--- src/rtl/ex_debounce.sv ---
// ---------------------------------------------------------------------------
// ex_debounce
// Debounces a bouncy asynchronous key/switch input. The raw input is brought
// into the sclk domain through a two-flop synchronizer. A four-state FSM then
// accepts a new level only after the synchronized sample has held it for
// DEB_CYCLES consecutive edges. Every aborted check is counted as a glitch.
//
// Parameters
//   DEB_CYCLES  consecutive equal samples needed to accept a level (2..65535)
//
// Ports
//   sclk        clock; all state updates on its rising edge
//   rst_n       synchronous active-low reset
//   key_raw     asynchronous raw key input
//   A           debounced level, straight from a flop
//   A_rise      one-cycle pulse in the cycle A goes 0->1
//   A_fall      one-cycle pulse in the cycle A goes 1->0
//   glitch_cnt  count of rejected transitions, saturating at 255
// ---------------------------------------------------------------------------
module ex_debounce #(
   parameter int unsigned DEB_CYCLES = 16
) (
   input  logic       sclk,
   input  logic       rst_n,
   input  logic       key_raw,
   output logic       A,
   output logic       A_rise,
   output logic       A_fall,
   output logic [7:0] glitch_cnt
);

   typedef enum logic [1:0] {
      ST_LO  = 2'd0,
      CHK_HI = 2'd1,
      ST_HI  = 2'd2,
      CHK_LO = 2'd3
   } state_e;

   localparam logic [15:0] CNT_LAST = 16'(DEB_CYCLES - 1);

   logic        sync1_q, sync2_q;
   logic        s;
   state_e      state_q, state_d;
   logic [15:0] cnt_q, cnt_d;
   logic        a_q, a_d;
   logic        rise_q, rise_d;
   logic        fall_q, fall_d;
   logic [7:0]  glitch_q, glitch_d;
   logic        reject;

   assign s = sync2_q;

   // Next-state logic and registered outputs.
   // NOTE: every signal written here gets a default first, so no path through
   // the case statement can leave a value unassigned and infer a latch.
   always_comb begin
      state_d = state_q;
      cnt_d   = 16'd0;
      a_d     = a_q;
      rise_d  = 1'b0;
      fall_d  = 1'b0;
      reject  = 1'b0;

      unique case (state_q)
         ST_LO: begin
            if (s) begin
               state_d = CHK_HI;
               cnt_d   = 16'd1;
            end
         end
         CHK_HI: begin
            if (!s) begin
               state_d = ST_LO;
               reject  = 1'b1;
            end else if (cnt_q == CNT_LAST) begin
               state_d = ST_HI;
               a_d     = 1'b1;
               rise_d  = 1'b1;
            end else begin
               cnt_d = cnt_q + 16'd1;
            end
         end
         ST_HI: begin
            if (!s) begin
               state_d = CHK_LO;
               cnt_d   = 16'd1;
            end
         end
         CHK_LO: begin
            if (s) begin
               state_d = ST_HI;
               reject  = 1'b1;
            end else if (cnt_q == CNT_LAST) begin
               state_d = ST_LO;
               a_d     = 1'b0;
               fall_d  = 1'b1;
            end else begin
               cnt_d = cnt_q + 16'd1;
            end
         end
         default: begin
            state_d = ST_LO;
         end
      endcase

      // Saturate instead of wrapping so a long bounce storm stays visible.
      glitch_d = (reject && glitch_q != 8'hFF) ? glitch_q + 8'd1 : glitch_q;
   end

   // NOTE: state uses non-blocking assignments so every flop samples the
   // pre-edge values of the others, independent of statement order.
   // Reset is synchronous: it only takes effect on a rising sclk edge, and it
   // silently abandons any check in progress (no pulse, no glitch count).
   always_ff @(posedge sclk) begin
      if (!rst_n) begin
         sync1_q  <= 1'b0;
         sync2_q  <= 1'b0;
         state_q  <= ST_LO;
         cnt_q    <= 16'd0;
         a_q      <= 1'b0;
         rise_q   <= 1'b0;
         fall_q   <= 1'b0;
         glitch_q <= 8'd0;
      end else begin
         sync1_q  <= key_raw;
         sync2_q  <= sync1_q;
         state_q  <= state_d;
         cnt_q    <= cnt_d;
         a_q      <= a_d;
         rise_q   <= rise_d;
         fall_q   <= fall_d;
         glitch_q <= glitch_d;
      end
   end

   assign A          = a_q;
   assign A_rise     = rise_q;
   assign A_fall     = fall_q;
   assign glitch_cnt = glitch_q;

endmodule

--- config.mk ---
export PLATFORM = sky130hd
export DESIGN_NAME = ex_debounce
export DESIGN_NICKNAME = d
export VERILOG_FILES = /design/src/rtl/ex_debounce.sv
export SDC_FILE = /design/constraint.sdc
export NUM_CORES = 1
export LEC_CHECK = 0
export ABC_AREA = 1
export BUFFER_PORTS_ARGS = -buffer_cell sky130_fd_sc_hd__buf_2
export CAP_MARGIN = 40
export CORE_ASPECT_RATIO = 0.8
export CORE_MARGIN = 2
export CORE_UTILIZATION = 42
export CTS_BUF_LIST = sky130_fd_sc_hd__clkbuf_2
export CTS_CLUSTER_DIAMETER = 120
export DETAILED_ROUTE_END_ITERATION = 7
export GPL_ROUTABILITY_DRIVEN = 1
export PLACE_DENSITY_LB_ADDON = 0.05
export SETUP_SLACK_MARGIN = 0.1
export SLEW_MARGIN = 20
export SYNTH_ARGS = -nofsm -noshare
export SYNTH_HDL_FRONTEND = slang
export SYNTH_SLANG_ARGS = --single-unit
export TNS_END_PERCENT = 100
--- constraint.sdc ---
create_clock -name sclk -period 1.3 [get_ports sclk]
set_input_delay 0.065 -clock sclk [delete_from_list [all_inputs] [get_ports sclk]]
set_output_delay 0.065 -clock sclk [all_outputs]
set_load 0.02 [all_outputs]
==> out/results.ini, run 1 <==
[worst_setup_path]
crit_path_end_kind=flip-flop
critPathMaxFanout=6
timing.critical_path.required_ps=1560
worstSetupStartpointType=flip-flop
critical_path_class=reg2reg
cp_data_arrival_time_ps=1550
rrSetupSlack_ps=10

[logic_synthesis]
synth_edf_count=0
ys_types=24
synth_warnings=0
ys_ff_latch=31
synth_ff_type=dfxtp_1
async_reset_ff_frac=0
syn_area_mm2=0.001551
synth_cells=223
syn_area_per_cell_um2=6.957
synth_nets=228
seq_area_frac_synth=0.4000

[cells_and_area]
drive_gt1_frac=0.4207
syn2layout_area_growth_pct=45.24
fin_nets=275
ff_latch_area_um2=651.9
num_antenna_cells=0
multi_input_area_mm2=0.001070
fillers=299

[sta]
max-slew-margin-rel=0.8176
hold_viol_final=0
period_share=0.9914
drv_slew=0
fmax_mhz=775.9
rsz0062_at_grt=true
period_needed_ps=1289
finClkSkew_ps=21.93
worstMarginPinSlew_ps=271.5
setup_viol_count_final=0
fin_tns_setup_ps=0
setup_slack_ps=11.22

[run_status]
status=completed

[grt]
antenna_found_initial=0
track_usage=0.2023
grt_first_pass_wirelength_mm=6.465
grt_pass1_vias=1431
grt_overflow=0
grt_max_degree=10

[worst_hold_path]
min_path_type=in2reg

[die]
fp.dieW_um=71.95
core_mm2=0.003495
dieHeight_um=58.36
ioPinCount=14
rows=19
start_util=0.4440
die_area_mm2=0.004199

[placement]
place_ws_ps=-23.72
dpl.hpwl_mm=2.510
io_buffers=13
place.gp.congestion=0.8818

[clocking]
cts_tree=yes
htreeDepth=2
clock-sinks=31
cts-root-buf=clkbuf_2
clockBufferDepth=2
clock_latency_ps=370
numCtsBuffers=5
clkSlewWorstSetupHoldPaths_ps=170

[route]
vias=1554
vias_per_cell=4.965
ant_nets=0
drt_pass1_iterations=5
dr.first_iter.drc_count=109
wl_per_cell_um=12.82
wl_mm=4.014
drcViolationCount=0

[power]
p_per_area_mw_per_mm2=705.8
vdd_drop_max_uv=590.4
p_leak_nw=0.9679

[run]
maxCapViolCount=0

## layer usage
layer / global-route usage / share of wire / vias up
met3: 0.04795 / 0.053 / 5
met1: 0.2768 / 0.46 / 715
li1: - / - / 791
met4: 0.07278 / 0.0092 / 0
met5: 0 / 0 / -
met2: 0.3148 / 0.48 / 43
## final timing paths
check,startpoint,cells after the start,to
worst max-delay path,cnt_q[0],6,flip-flop
worst min-delay path,rst_n,4,glitch_cnt[3]
worst max register to register,cnt_q[0],6,flip-flop
worst min register to register,sync1_q,2,s
## flip-flops by register name (all words and copies together) (netlist names), named ones only
register,count
cnt_q,16
sync1_q,1
A_fall,1
state_q,1
A,1
A_rise,1
s,1
glitch_cnt,8
## final cells by class
class / instances / share of cell area
multi-input combinational: 160 / 0.4747
tap: 42 / 0.02332
clock inverter: 2 / 0.003331
inverter: 31 / 0.05941
clock buffer: 6 / 0.01333
sequential: 31 / 0.2893
timing repair buffer: 41 / 0.1366
## cells in the final DEF, fill, tap and decap left out, types with 2 or more instances in the layout
cell and n:
clkinv_1 2, a21oi_4 2, inv_2 2, nor2_2 5, ha_4 2, nand3_2 3, dlygate4sd3_1 5, xor2_1 7
buf_2 13, nand3_4 6, nor2_4 6, xnor2_1 3, buf_4 20, nand2_2 8, nor2_1 33, clkbuf_2 6
buf_6 2, a21oi_2 8, nor3_1 7, dfxtp_2 13, nand4_1 3, inv_1 26, dfxtp_4 4, nand2_4 6
nand2_1 43, dfxtp_1 14, nand3_1 7, inv_4 2, o21ai_1 2
## cell families after synthesis
| family | synth area share |
|---|---|
| simple gates | 0.3750 |
| compound gates | 0.05807 |
| fa+ha+maj | 0.01613 |
| flops | 0.4000 |
| buf+inv | 0.08871 |
| xor+xnor | 0.06210 |
## what timing repair did
action / in CTS / in global routing
endpoints found under the hold margin: 5 / 0
setup endpoints to repair: 26 / 30
buffers inserted: 7 / 6
gates resized for setup: 37 / 39
pin swaps: 12 / 13
hold buffers: 5 / 0
gates cloned: 1 / 0
## power by group
part | switching, mW | internal (mW)
logic | 0.0874 | 0.0672
clock network | 0.339 | 0.129
registers | 0.0102 | 0.957
## worst max-delay path: stages, from the launching register on
cell     delay [ps]
dfxtp_2         390
ha_4            150
nand3_4         130
nor2_4          180
nand3_4         130
a21oi_2         150
nor2_1           50
## through the flow
stage                 util  cells  power, mW  hold WS, ps  cell area [µm²]
floorplan                -    223      1.043        162.6             1603
global placement    0.5084    286      1.067        247.1             1777
detailed placement  0.5084    286      1.072        254.2             1777
CTS                 0.5872    307      1.573        100.6             2052
global route        0.6448    313      1.658        113.2             2253
finish              0.6448    313      1.590        131.8             2253
## synth_stat cells, types with 3 or more instances
cell      n  area [µm²]
a21oi_1  11       55.05
dfxtp_1  31       620.6
inv_1    28       105.1
nand2_1  53       198.9
nand2_2   5       31.28
nand3_1  12       60.06
nand3_2   3       30.03
nand4_1   3       18.77
nor2_1   38       142.6
nor2_2    4       25.02
nor3_1    7       35.03
o21ai_0   4       20.02
xnor2_1   3       26.28
xor2_1    8       70.07
Power figures use the tool's default switching activity.
==> run 2: changes to the inputs <==
Clock period 1.3 ns to 1.65 ns, I/O delays scaled along.
==> run 2 against run 1 <==
Net effect:
- die area did not move
- sequential share of layout area grew 5.9 points
- wire length down 25%
- final cell count is 7.7% lower
- maximum frequency is 7.6% lower
- utilization is 13 points lower
- clock skew down 7.4 ps
- setup slack improved by 240 ps
- global-route usage fell by 3.8 points
- clock power grew 11%
- highest routed layer unchanged
==> out/results.ini, run 2 (synthesis results as in run 1) <==
[run_status]
status=completed

[worst_setup_path]
timing.critical_path.required_ps=1940  ; +380 ps
critical_path_class=reg2reg
worstSetupStartpointType=flip-flop
cp_data_arrival_time_ps=1690  ; +140 ps
crit_path_end_kind=flip-flop
critPathMaxFanout=6  ; unchanged

[grt]
grt_overflow=0  ; unchanged
track_usage=0.1643  ; -0.03799
grt_first_pass_wirelength_mm=5.230  ; -19%
grt_max_degree=14  ; +4
grt_pass1_vias=1178  ; -18%
antenna_found_initial=0  ; unchanged

[die]
ioPinCount=14  ; unchanged
dieHeight_um=58.36  ; unchanged
die_area_mm2=0.004199  ; unchanged
start_util=0.4440  ; unchanged
core_mm2=0.003495  ; unchanged
fp.dieW_um=71.95  ; unchanged
rows=19  ; unchanged

[cells_and_area]
syn2layout_area_growth_pct=15.16
layout_commonest_cell=nand2_1
final_cell_mix=53 x nand2_1, 36 x nor2_1, 29 x dfxtp_1
stdcell_area_mm2=0.001787  ; -21%
drive_gt1_frac=0.1781  ; -0.2425
num_antenna_cells=0  ; unchanged
top_register=cnt_q
fillers=366  ; +22%
largest_reg_flops=16  ; unchanged
fin_nets=251  ; -8.7%

[placement]
place_area_mm2=0.001665  ; -6.3%
place.gp.congestion=0.7835  ; -11%
dpl.hpwl_mm=2.187  ; -13%
io_buffers=13  ; unchanged

[route]
wl_per_cell_um=10.36  ; -19%
vias_per_cell=4.498  ; -9.4%
ant_nets=0  ; unchanged
drt_pass1_iterations=4  ; -1
dr.first_iter.drc_count=63  ; -42%
wl_mm=2.993  ; -25%
vias=1300  ; -16%
drcViolationCount=0  ; unchanged

[sta]
hold_viol_final=0  ; unchanged
rsz0062_at_grt=false
max-slew-margin-rel=0.8104  ; -0.007189
drv_slew=0  ; unchanged
worstMarginPinSlew_ps=284.4  ; +12.87 ps
fmax_mhz=717.3  ; -7.6%
period_share=0.8449  ; -0.1465
fin_tns_setup_ps=0  ; unchanged
finClkSkew_ps=14.57  ; -7.358 ps
setup_viol_count_final=0  ; unchanged
period_needed_ps=1394  ; +105.3 ps

[power]
p_clk_frac=0.386  ; +0.091
p_comb_frac=0.044  ; -0.053
vdd_drop_max_uv=516.4  ; -13%
internal-power_mw=1.030  ; -11%
p_per_area_mw_per_mm2=753.5  ; +6.8%
p_leak_nw=0.7411  ; -23%
p_seq_frac=0.569  ; -0.039
switching_power_mw=0.3158  ; -28%
swShare=0.2346  ; -0.04020

[clocking]
clock_latency_ps=370  ; about the same
clock-sinks=31  ; unchanged
cts-root-buf=clkbuf_2
htreeDepth=2  ; unchanged
cts_tree=yes
numCtsBuffers=5  ; unchanged
clockBufferDepth=2  ; unchanged
clkSlewWorstSetupHoldPaths_ps=180  ; about the same

[worst_hold_path]
min_path_type=reg2reg

[run]
maxCapViolCount=0  ; unchanged

-- run 2: power by group through the flow --
stage / clock, mW / combinational (mW) / sequential (mW)
2_1_floorplan: 0 / 0.0353 / 0.785
3_3_place_gp: 0 / 0.0533 / 0.782
3_5_place_dp: 0 / 0.0530 / 0.782
4_1_cts: 0.542 / 0.0586 / 0.766
5_1_grt: 0.572 / 0.0684 / 0.769
6_report: 0.520 / 0.0597 / 0.766
-- run 2: final timing paths --
| check | start | end | slack (ps) | cells past startpoint |
|---|---|---|---|---|
| worst max-delay path | cnt_q[0] | flip-flop | 260 | 6 |
| worst min-delay path | sync1_q | s | 430 | 2 |
| worst max register to register | cnt_q[0] | flip-flop | 260 | 6 |
| worst min register to register | sync1_q | s | 430 | 2 |
-- run 2: area by class of cell --
cell class	instances	area (µm²)	area share
clock inverter	3	38.79	0.02171
tap	42	52.55	0.02941
clock buffer	5	25.02	0.01401
timing repair buffer	18	110.1	0.06162
sequential	31	623.1	0.3487
multi-input combinational	159	818.3	0.4580
inverter	31	118.9	0.06653
-- run 2: metrics by stage --
stage          total power, mW  hold slack [ps]  worst slack, ps    util  std cells
3_3_place_gp            0.8351            263.8            221.8  0.4765        278
3_5_place_dp            0.8345            269.4            195.5  0.4765        278
4_1_cts                  1.366            433.9            159.9  0.5034        289
2_1_floorplan           0.8199            180.1            185.4       -        223
6_report                 1.346            432.6            255.9  0.5113        289
5_1_grt                  1.409            452.5            132.1  0.5113        289
-- run 2: critical path, cell delays in order, from the launching register on --
cell	delay, ps
dfxtp_1	370
ha_1	230
nand3_4	150
nor2_4	190
nand3_2	160
a21oi_1	160
nor2_1	60
-- run 2: what timing repair did --
action / in CTS / in global routing
gates resized for setup: 0 / 7
buffers inserted: 0 / 0
endpoints found under the setup margin: 0 / 22
hold endpoints to repair: 6 / 0
hold buffers: 3 / 0
-- run 2: metal layers --
layer / GRT usage / up-vias / wire length [µm]
met5: 0 / - / 0
met4: 0.06469 / 0 / 53
met3: 0.05137 / 7 / 116
met2: 0.2103 / 18 / 1051
met1: 0.2513 / 535 / 1772
li1: - / 740 / -
==> run 3: changes to the inputs <==
Settings changed: ABC_AREA 1 to 0.
Clock period 1.65 ns to 1.37 ns, I/O delays scaled along.
==> run 3 against run 2 <==
Net effect:
- non-clock buffer count up 34
- synthesized cell count down 32%
- via count down 1.8%
- die area down 9.9%
- clock skew about the same
- the run now ends with setup timing left
- flip-flop and latch count unchanged
- register-to-register slack worse by 590 ps
- combinational power up 6.7%
- clock power up 20%
==> out/results.ini, run 3 <==
[logic_synthesis]
ys_ff_latch=31  ; unchanged
ys_types=32  ; +33%
async_reset_ff_frac=0  ; unchanged
syn_area_per_cell_um2=9.189  ; +32%
synth_top_area_cell=dfxtp_1
ys_top_cells_by_area=dfxtp_1 45%, xnor2_1 8.2%, nor2_1 5.7%, nor3_1 3.2%, nor4_4 3.1%
syn_area_mm2=0.001388  ; -11%
netlist.area_leader.share=0.4472  ; +0.04725
synth_nets=156  ; -32%
synth_cells=151  ; -32%
synth_ff_type=dfxtp_1
synth_edf_count=0  ; unchanged
synth_warnings=0  ; unchanged
netlist_top_cells_count=31 x dfxtp_1, 21 x nor2_1, 13 x xnor2_1
yosysMostFrequentCell=dfxtp_1
seq_area_frac_synth=0.4472  ; +0.04725

[sta]
hold_viol_final=0  ; unchanged
setup_slack_ps=-331.3  ; -587.2 ps
max-slew-margin-rel=0.7273  ; -0.08305
rsz0062_at_grt=true
worstMarginPinSlew_ps=408.5  ; +124.1 ps
fmax_mhz=587.8  ; -18%
period_share=1.242  ; +0.3969
drv_slew=0  ; unchanged
finClkSkew_ps=14.37  ; -0.1975 ps
period_needed_ps=1701  ; +307.2 ps
setup_viol_count_final=24  ; +24

[cells_and_area]
drive_gt1_frac=0.4300  ; +0.2518
top_register=cnt_q
layout_commonest_cell=buf_4
stdcell_area_mm2=0.001991  ; +11%
num_antenna_cells=0  ; unchanged
largest_reg_flops=16  ; unchanged
fin_nets=211  ; -16%
syn2layout_area_growth_pct=43.46
final_cell_mix=33 x buf_4, 21 x nor2_1, 18 x dfxtp_1
fillers=270  ; -26%

[route]
wl_mm=3.216  ; +7.5%
wl_per_cell_um=13.02  ; +26%
drt_pass1_iterations=4  ; unchanged
drcViolationCount=0  ; unchanged
dr.first_iter.drc_count=44  ; -30%
vias=1277  ; -1.8%
vias_per_cell=5.170  ; +15%
ant_nets=0  ; unchanged

[power]
p_leak_nw=0.7701  ; +3.9%
vdd_drop_max_uv=509.5  ; -1.3%
finalPower_mw=1.596  ; +19%
p_per_area_mw_per_mm2=801.7  ; +6.4%

[worst_setup_path]
critPathMaxFanout=3  ; -3
critical_path_class=reg2reg
timing.critical_path.required_ps=1640  ; -300 ps
crit_path_end_kind=flip-flop
worstSetupStartpointType=flip-flop
path_cells=or4_4, nor4_4, mux2i_1, a21oi_1
cp_data_arrival_time_ps=1970  ; +280 ps
critPathMaxStageDelay_ps=570  ; +200 ps
slowest_stage=or4_4

[die]
fp.dieW_um=68.26  ; -5.1%
rows=18  ; -1
dieHeight_um=55.41  ; -5.1%
core_mm2=0.003131  ; -10%
die_area_mm2=0.003782  ; -9.9%
start_util=0.4432  ; -0.0007215
ioPinCount=14  ; unchanged

[clocking]
numCtsBuffers=5  ; unchanged
clock-sinks=31  ; unchanged
cts_tree=yes
clkSlewWorstSetupHoldPaths_ps=160  ; -20 ps
clock_latency_ps=380  ; about the same
clockBufferDepth=2  ; unchanged
htreeDepth=2  ; unchanged
cts-root-buf=clkbuf_2

[placement]
place.gp.congestion=0.8100  ; +3.4%
place_area_mm2=0.001797  ; +7.9%
io_buffers=13  ; unchanged
dpl.hpwl_mm=2.309  ; +5.6%

[grt]
grt_max_degree=16  ; +2
track_usage=0.1919  ; +0.02759
antenna_found_initial=0  ; unchanged
grt_first_pass_wirelength_mm=5.430  ; +3.8%
grt_pass1_vias=1223  ; +3.8%
grt_overflow=0  ; unchanged

[run_status]
violations=setup timing
status=complete, but fails checks

[run]
maxCapViolCount=0  ; unchanged

[worst_hold_path]
min_path_type=reg2reg

==> run 3: final timing paths <==
kind	cells after the start	from	slack, ps	end
worst min register to register	1	sync1_q	470	s
worst max register to register	4	cnt_q[7]	-330	A
worst max-delay path	4	cnt_q[7]	-330	A
worst min-delay path	1	sync1_q	470	s
==> run 3: per-stage QoR <==
| stage | setup TNS [ps] | hold slack, ps | util | instances | setup WS (ps) |
|---|---|---|---|---|---|
| after floorplan | -5394 | 190.1 | - | 151 | -328.0 |
| after CTS | -6065 | 479.7 | 0.6255 | 247 | -331.7 |
| after global routing | -7714 | 480.5 | 0.6359 | 247 | -418.0 |
| final | -5830 | 469.8 | 0.6359 | 247 | -331.3 |
| after detailed placement | -5843 | 276.7 | 0.5739 | 233 | -323.1 |
| after global placement | -5611 | 274.5 | 0.5739 | 233 | -297.5 |
==> run 3: kinds of logic (layout without fill, tap and decap cells) <==
group,after synthesis,count (layout),share of synthesized area
flops,31,31,0.4473
simple gates,75,75,0.3138
buf+inv,11,67,0.04328
mux,3,3,0.02164
fa+ha+maj,2,2,0.01803
xor+xnor,15,15,0.09468
compound gates,14,14,0.06132
==> run 3: area by class of cell <==
class                   count  area [µm²]  area share
repair buffers             52       385.4      0.1936
flip-flops and latches     31       654.4      0.3287
clock buffers               5       25.02     0.01257
clock inverters             3       38.79     0.01948
multi-input cells         109       810.8      0.4073
inverters                   7       26.28     0.01320
well taps                  40       50.05     0.02514
==> run 3: timing repair <==
item	4_1_cts	5_1_grt
pin swaps	7	10
hold buffers	3	0
setup buffers	3	1
gates resized for setup	12	11
endpoints found under the hold margin	5	0
endpoints found under the setup margin	29	29
==> run 3: worst max-delay path: cells and delay by family (launching register included) <==
family,cells,cell delay (ps)
muxes,1,230
and+or+nand+nor,2,940
AOI/OAI and AO/OA,1,70
DFF,1,350
==> run 3: where the power goes <==
part           internal (mW)  total (mW)  switching (mW)
Sequential             0.898       0.906         0.00792
Clock                  0.300       0.626           0.326
Combinational         0.0318      0.0637          0.0320
Total                   1.23        1.60           0.366
==> run 3: per-layer routing <==
metal / GRT usage / vias up / wire, µm / share of wire
met5: 0 / - / 0 / 0
met3: 0.06517 / 7 / 103 / 0.032
met4: 0.09143 / 0 / 63 / 0.020
li1: - / 639 / - / -
met2: 0.2732 / 16 / 1500 / 0.47
met1: 0.2567 / 615 / 1549 / 0.48
